File: src/rtl/alu_writeback_pkg.sv
// Shared types, widths and helpers for the ALU writeback stage.
package alu_writeback_pkg;

    localparam int WIDTH = 16;   // datapath width
    localparam int ADDRW = 4;    // register-file address width
    localparam int OPW   = 5;    // opcode width, same encoding as the ALU
    localparam int CNTW  = 16;   // retired-op counter width

    // Bit positions inside the {Z,N,C,V} status word
    localparam int FLAG_Z = 3;
    localparam int FLAG_N = 2;
    localparam int FLAG_C = 1;
    localparam int FLAG_V = 0;

    // Opcodes at or above this value are not ALU-class and never touch the flags
    localparam logic [OPW-1:0] OP_NOFLAG_BASE = 5'h10;

    typedef logic [3:0] flags_t;

    // One buffered op: everything needed to write back and commit flags later
    typedef struct packed {
        logic [OPW-1:0]   opcode;
        logic [ADDRW-1:0] dest;
        logic             write_en;
        logic [WIDTH-1:0] result;
        flags_t           flags;
    } wb_entry_t;

    // Build the status word at capture time; Z is derived from the result itself
    function automatic flags_t make_flags(
        input logic [WIDTH-1:0] result,
        input logic             negative,
        input logic             carry,
        input logic             overflow
    );
        flags_t f;
        f         = 4'b0000;
        f[FLAG_Z] = (result == {WIDTH{1'b0}});
        f[FLAG_N] = negative;
        f[FLAG_C] = carry;
        f[FLAG_V] = overflow;
        return f;
    endfunction

    // True for ALU-class opcodes whose status is committed on retire
    function automatic logic commits_flags(input logic [OPW-1:0] opcode);
        return (opcode < OP_NOFLAG_BASE);
    endfunction

endpackage

File: src/rtl/alu_writeback_if.sv
// Bundle of the upstream op handshake and the register-file write port.
interface alu_writeback_if;
    import alu_writeback_pkg::*;

    // Upstream op handshake plus ALU outputs
    logic             in_valid;
    logic             in_ready;
    logic [OPW-1:0]   in_opcode;
    logic [ADDRW-1:0] in_dest;
    logic             in_write_en;
    logic [WIDTH-1:0] result;
    logic             carry;
    logic             negative;
    logic             overflow;
    logic             flush;

    // Register-file write port and status outputs
    logic             reg_write;
    logic [ADDRW-1:0] reg_addr;
    logic [WIDTH-1:0] reg_data;
    logic             reg_ready;
    flags_t           flags;
    logic [CNTW-1:0]  retire_count;

    // Driver side: issues ops and models the register file
    modport master (
        output in_valid, in_opcode, in_dest, in_write_en,
        output result, carry, negative, overflow, flush, reg_ready,
        input  in_ready, reg_write, reg_addr, reg_data, flags, retire_count
    );

    // Writeback stage side
    modport slave (
        input  in_valid, in_opcode, in_dest, in_write_en,
        input  result, carry, negative, overflow, flush, reg_ready,
        output in_ready, reg_write, reg_addr, reg_data, flags, retire_count
    );

endinterface

File: src/rtl/alu_writeback_fifo2.sv
// Two-entry op buffer with push/pop/flush; head entry is presented combinationally.
module alu_writeback_fifo2
    import alu_writeback_pkg::*;
(
    input  logic      clk,
    input  logic      rst,
    input  logic      push,
    input  logic      pop,
    input  logic      flush,
    input  wb_entry_t push_entry,
    output wb_entry_t head_entry,
    output logic      head_valid,
    output logic [1:0] count
);

    wb_entry_t  mem_r [2];
    logic       wr_ptr_r;
    logic       rd_ptr_r;
    logic [1:0] count_r;
    logic       push_ok_s;
    logic       pop_ok_s;

    // Qualify push/pop: flush overrides both, and full/empty are never over/under-run
    always_comb begin
        push_ok_s = 1'b0;
        pop_ok_s  = 1'b0;
        if (flush) begin
            push_ok_s = 1'b0;
            pop_ok_s  = 1'b0;
        end else begin
            push_ok_s = push && (count_r < 2'd2);
            pop_ok_s  = pop && (count_r != 2'd0);
        end
    end

    // Entry storage, written at the tail pointer on an accepted push
    always_ff @(posedge clk or posedge rst) begin
        if (rst) begin
            for (int i = 0; i < 2; i++) begin
                mem_r[i] <= '0;
            end
        end else if (push_ok_s) begin
            mem_r[wr_ptr_r] <= push_entry;
        end
    end

    // Pointers wrap modulo 2; occupancy tracks push/pop, flush empties everything
    always_ff @(posedge clk or posedge rst) begin
        if (rst) begin
            wr_ptr_r <= 1'b0;
            rd_ptr_r <= 1'b0;
            count_r  <= 2'd0;
        end else if (flush) begin
            wr_ptr_r <= 1'b0;
            rd_ptr_r <= 1'b0;
            count_r  <= 2'd0;
        end else begin
            if (push_ok_s) begin
                wr_ptr_r <= wr_ptr_r + 1'b1;
            end
            if (pop_ok_s) begin
                rd_ptr_r <= rd_ptr_r + 1'b1;
            end
            case ({push_ok_s, pop_ok_s})
                2'b10:   count_r <= count_r + 2'd1;
                2'b01:   count_r <= count_r - 2'd1;
                default: count_r <= count_r;
            endcase
        end
    end

    // Head view straight from storage; no bypass of the incoming entry
    always_comb begin
        head_entry = mem_r[rd_ptr_r];
        head_valid = (count_r != 2'd0);
        count      = count_r;
    end

endmodule

File: src/rtl/alu_writeback.sv
// Writeback stage behind the 16-bit ALU: buffers up to two ops, writes the
// register file in order, commits {Z,N,C,V} and counts retired ops.
module alu_writeback
    import alu_writeback_pkg::*;
(
    input  logic           clk,
    input  logic           rst,
    alu_writeback_if.slave bus
);

    localparam logic [CNTW-1:0] CNT_ONE = {{(CNTW-1){1'b0}}, 1'b1};

    wb_entry_t       in_entry_s;
    wb_entry_t       head_s;
    logic            head_valid_s;
    logic [1:0]      count_s;
    logic            in_ready_s;
    logic            accept_s;
    logic            retire_s;
    flags_t          flags_r;
    logic [CNTW-1:0] retire_count_r;

    // Package the incoming op, computing Z from the result at capture time
    always_comb begin
        in_entry_s.opcode   = bus.in_opcode;
        in_entry_s.dest     = bus.in_dest;
        in_entry_s.write_en = bus.in_write_en;
        in_entry_s.result   = bus.result;
        in_entry_s.flags    = make_flags(bus.result, bus.negative, bus.carry, bus.overflow);
    end

    // Handshake: ready depends only on occupancy; non-writing ops retire without the register file
    always_comb begin
        in_ready_s = 1'b0;
        accept_s   = 1'b0;
        retire_s   = 1'b0;
        if (rst) begin
            in_ready_s = 1'b0;
        end else begin
            in_ready_s = (count_s < 2'd2);
        end
        accept_s = bus.in_valid && in_ready_s;
        if (bus.flush) begin
            retire_s = 1'b0;
        end else begin
            retire_s = head_valid_s && (bus.reg_ready || !head_s.write_en);
        end
    end

    alu_writeback_fifo2 u_fifo (
        .clk        (clk),
        .rst        (rst),
        .push       (accept_s),
        .pop        (retire_s),
        .flush      (bus.flush),
        .push_entry (in_entry_s),
        .head_entry (head_s),
        .head_valid (head_valid_s),
        .count      (count_s)
    );

    // Commit flags of ALU-class ops as they retire; flush suppresses the commit
    always_ff @(posedge clk or posedge rst) begin
        if (rst) begin
            flags_r <= 4'b0000;
        end else if (retire_s && commits_flags(head_s.opcode)) begin
            flags_r <= head_s.flags;
        end else begin
            flags_r <= flags_r;
        end
    end

    // Count every retired op, wrapping at the counter width
    always_ff @(posedge clk or posedge rst) begin
        if (rst) begin
            retire_count_r <= {CNTW{1'b0}};
        end else if (retire_s) begin
            retire_count_r <= retire_count_r + CNT_ONE;
        end else begin
            retire_count_r <= retire_count_r;
        end
    end

    // Drive the register-file port from the buffered head; zeros when nothing is buffered
    always_comb begin
        bus.in_ready     = in_ready_s;
        bus.reg_write    = 1'b0;
        bus.reg_addr     = {ADDRW{1'b0}};
        bus.reg_data     = {WIDTH{1'b0}};
        bus.flags        = flags_r;
        bus.retire_count = retire_count_r;
        if (head_valid_s) begin
            bus.reg_write = head_s.write_en;
            bus.reg_addr  = head_s.dest;
            bus.reg_data  = head_s.result;
        end else begin
            bus.reg_write = 1'b0;
            bus.reg_addr  = {ADDRW{1'b0}};
            bus.reg_data  = {WIDTH{1'b0}};
        end
    end

endmodule

File: src/flat_wrapper.sv
// flat-port wrapper written by rule: the top's interface ports become plain ports
module alu_writeback_flat import alu_writeback_pkg::*;
  (clk, rst, bus_in_valid, bus_in_opcode, bus_in_dest, bus_in_write_en, bus_result, bus_carry, bus_negative, bus_overflow, bus_flush, bus_reg_ready, bus_in_ready, bus_reg_write, bus_reg_addr, bus_reg_data, bus_flags, bus_retire_count);
  alu_writeback_if bus_i ();
  input  logic clk;
  input  logic rst;
  input wire logic [$bits(bus_i.in_valid)-1:0] bus_in_valid;
  input wire logic [$bits(bus_i.in_opcode)-1:0] bus_in_opcode;
  input wire logic [$bits(bus_i.in_dest)-1:0] bus_in_dest;
  input wire logic [$bits(bus_i.in_write_en)-1:0] bus_in_write_en;
  input wire logic [$bits(bus_i.result)-1:0] bus_result;
  input wire logic [$bits(bus_i.carry)-1:0] bus_carry;
  input wire logic [$bits(bus_i.negative)-1:0] bus_negative;
  input wire logic [$bits(bus_i.overflow)-1:0] bus_overflow;
  input wire logic [$bits(bus_i.flush)-1:0] bus_flush;
  input wire logic [$bits(bus_i.reg_ready)-1:0] bus_reg_ready;
  output wire logic [$bits(bus_i.in_ready)-1:0] bus_in_ready;
  output wire logic [$bits(bus_i.reg_write)-1:0] bus_reg_write;
  output wire logic [$bits(bus_i.reg_addr)-1:0] bus_reg_addr;
  output wire logic [$bits(bus_i.reg_data)-1:0] bus_reg_data;
  output wire logic [$bits(bus_i.flags)-1:0] bus_flags;
  output wire logic [$bits(bus_i.retire_count)-1:0] bus_retire_count;
  assign bus_i.in_valid = bus_in_valid;
  assign bus_i.in_opcode = bus_in_opcode;
  assign bus_i.in_dest = bus_in_dest;
  assign bus_i.in_write_en = bus_in_write_en;
  assign bus_i.result = bus_result;
  assign bus_i.carry = bus_carry;
  assign bus_i.negative = bus_negative;
  assign bus_i.overflow = bus_overflow;
  assign bus_i.flush = bus_flush;
  assign bus_i.reg_ready = bus_reg_ready;
  assign bus_in_ready = bus_i.in_ready;
  assign bus_reg_write = bus_i.reg_write;
  assign bus_reg_addr = bus_i.reg_addr;
  assign bus_reg_data = bus_i.reg_data;
  assign bus_flags = bus_i.flags;
  assign bus_retire_count = bus_i.retire_count;
  alu_writeback u_core (.clk(clk), .rst(rst), .bus(bus_i));
endmodule
File: config.mk
export PLATFORM = sky130hd
export DESIGN_NAME = alu_writeback_flat
export DESIGN_NICKNAME = d
export VERILOG_FILES = /design/src/rtl/alu_writeback_pkg.sv /design/src/rtl/alu_writeback_if.sv /design/src/rtl/alu_writeback_fifo2.sv /design/src/rtl/alu_writeback.sv /design/src/flat_wrapper.sv
export SDC_FILE = /design/constraint.sdc
export NUM_CORES = 1
export LEC_CHECK = 0
export ABC_AREA = 1
export BUFFER_PORTS_ARGS = -buffer_cell sky130_fd_sc_hd__buf_2
export CAP_MARGIN = 10
export CORE_MARGIN = 3
export CORE_UTILIZATION = 38
export CTS_CLUSTER_SIZE = 25
export DETAILED_ROUTE_END_ITERATION = 6
export SYNTH_ARGS = -nofsm -noshare
export SYNTH_HDL_FRONTEND = slang
export SYNTH_HIERARCHICAL = 1
export SYNTH_SLANG_ARGS = --single-unit
File: constraint.sdc
create_clock -name clk -period 4.1 [get_ports clk]
set_input_delay 1.23 -clock clk [delete_from_list [all_inputs] [get_ports clk]]
set_output_delay 1.23 -clock clk [all_outputs]
set_load 0.05 [all_outputs]
==> summary.txt <==
Setup path
  – Worst EP required: 2870 ps
  – Worst reg2reg path startpoint: u_core/u_fifo/count[1]
  – Setup CP Type: flip-flop to output pin
  – Worst EP arrival: 2090 ps
  – Crit. End Element: output pin
  – Crit. Startpoint: u_core/u_fifo/rd_ptr_r
  – Critical path startpoint category: flip-flop
  – Worst Path Max Fanout: 18

Cells and area
  – Layout cells sized above 1: 28.4%
  – Most frequent cells in the layout: nand2_1, dfrtp_1, buf_2, inv_1, o21ai_2
  – Most common cell after layout, fill and taps aside: nand2_1
  – Final core occ: 44.5%
  – Layout Area Growth over Synthesis: 13.9%
  – Fillers: 1101
  – Finished Cell Area: 0.00461 mm2
  – NumNets Final: 603
  – Ant. Diodes: 0

Die
  – DIE AREA: 0.0119 mm2
  – Die X: 109 um
  – Core area: 0.0104 mm2
  – Die Ht: 109 um
  – Cell row count: 37
  – Starting Density: 39.1%
  – # IOs: 76

Status
  – Status: completed

CTS
  – TritonCTS buffer count: 9
  – Hold Buf Count CTS: 0
  – Post-CTS setup buffers: 0
  – Clk buf depth: 2
  – Clk slew on worst S/H paths: 90 ps
  – Root buffer cell: clkbuf_8
  – TritonCTS clock tree: yes
  – Later-pin clock latency in the skew report: 350 ps
  – Number of H-tree levels: 3
  – Post-cts resize count: 0
  – Num Clock Sinks: 76

STA
  – Final setup fails: 0
  – Post-route setup slack: 784 ps
  – Max-slew violation count: 0
  – RSZ-0062 raised after global routing: no
  – Worst-margin pin slew: 853 ps
  – Tmin final: 3320 ps
  – Fmax: 302 MHz
  – Setup TNS: 0 ps
  – Max-slew headroom: 43.1%
  – Fin Clk Skew: 8.91 ps
  – Final hold vios: 0
  – Final worst-path cycle share: 80.9%

Routing
  – Vias per cell: 4.54
  – Drt pass-1 iters: 5
  – Iteration-0 DRC Markers: 114
  – DRC violations left: 0
  – Vias: 3217
  – WL final: 8.55 mm
  – ANT nets after route: 0
  – Routed WL per cell: 12.1 um

Power and ir drop
  – Flop pwr share: 36.7%
  – Comb pwr share: 46.8%
  – Clock Power Share: 16.5%
  – Switching power: 1.55 mW
  – Worst vdd ir: 0.000344 V
  – P_leak: 2.62 nW
  – P_int: 1.67 mW
  – PwrDens: 697 mW/mm2
  – Sw Ratio: 48.2%

Global routing
  – Largest net degree at the start of global routing: 54
  – First-pass GRT wire length: 14.4 mm
  – Total grt overflow: 0
  – All-Layer GR Usage: 15.3%
  – Initial antenna violation count: 0
  – Number of global-route vias before repair: 3002

Placed design
  – Pre-CTS setup slack: 1120 ps
  – GP Congestion: 0.790
  – DPL Wire Length: 5.80 mm
  – Port buffer count: 71
  – Placed cell areas: 0.00443 mm2

Yosys
  – Synthesized net count: 539
  – Syn Inst Count: 504
  – Synth Warn #: 6
  – Synthesized area per cell: 8.04 um2
  – Mapped Area: 0.00405 mm2

Min path
  – HP Class: flip-flop to flip-flop
  – Critical hold path startpoint: u_core/u_fifo/mem_r[13]

Job
  – Max cap viols: 0
worst max-delay path: stages, from the launching register on:
cell and delay [ps]:
dfrtp_1 380, inv_1 500, buf_4 310, nand2_1 60
nand2_1 60, nand2_1 60, inv_1 100, buf_2 260
layer usage:
metal  routed length [um]  GRT usage, %  vias up  part of all wire [%]
met5                    0             0        -                     0
met4                   55          3.74        0                  0.64
met3                  461          4.09        6                   5.4
met2                 3930          24.7       71                    46
met1                 4100          20.5     1488                    48
li1                     -             -     1652                     -
sequential cells by signal, summed over array words and instances (netlist names):
signal                   count
u_core/bus.retire_count     16
u_core/u_fifo/count          2
u_core/u_fifo/rd_ptr_r       1
u_core/bus.flags             4
u_core/u_fifo/wr_ptr_r       1
u_core/u_fifo/mem_r         52
path summary, 6_finish.rpt:
kind	slack [ps]	depth (start not counted)	endpoint
min in group asynchronous	1040	2	u_core/u_fifo/count[1]
worst min register to register	480	2	u_core/u_fifo/mem_r[13]
worst max-delay path	780	7	bus_reg_data[7]
worst max register to register	1760	11	u_core/u_fifo/count[0]
max in group asynchronous	2280	3	u_core/u_fifo/mem_r[43]
worst min-delay path	480	2	u_core/u_fifo/mem_r[13]
metrics by stage:
step | hold WS, ps | cells | power (mW)
floorplan | 454 | 504 | 2.39
global route | 503 | 709 | 3.46
CTS | 487 | 709 | 3.26
detailed placement | 467 | 693 | 2.72
global placement | 463 | 693 | 2.68
finish | 483 | 709 | 3.22
power by group through the flow:
stage	Sequential, mW	Combinational (mW)	Clock [mW]
finish	1.18	1.51	0.530
global route	1.22	1.66	0.586
CTS	1.18	1.52	0.555
detailed placement	1.19	1.52	0
global placement	1.18	1.50	0
floorplan	1.32	1.07	0
cell type report:
class | count | area [um2] | share of cell area (%)
flip-flops and latches | 76 | 1900 | 41.2
multi-input cells | 331 | 1700 | 36.7
repair buffers | 74 | 378 | 8.19
inverters | 76 | 285 | 6.18
well taps | 136 | 170 | 3.69
clock buffers | 10 | 138 | 2.98
clock inverters | 6 | 46.3 | 1.00
No activity file was read; power rests on OpenSTA's default activity.
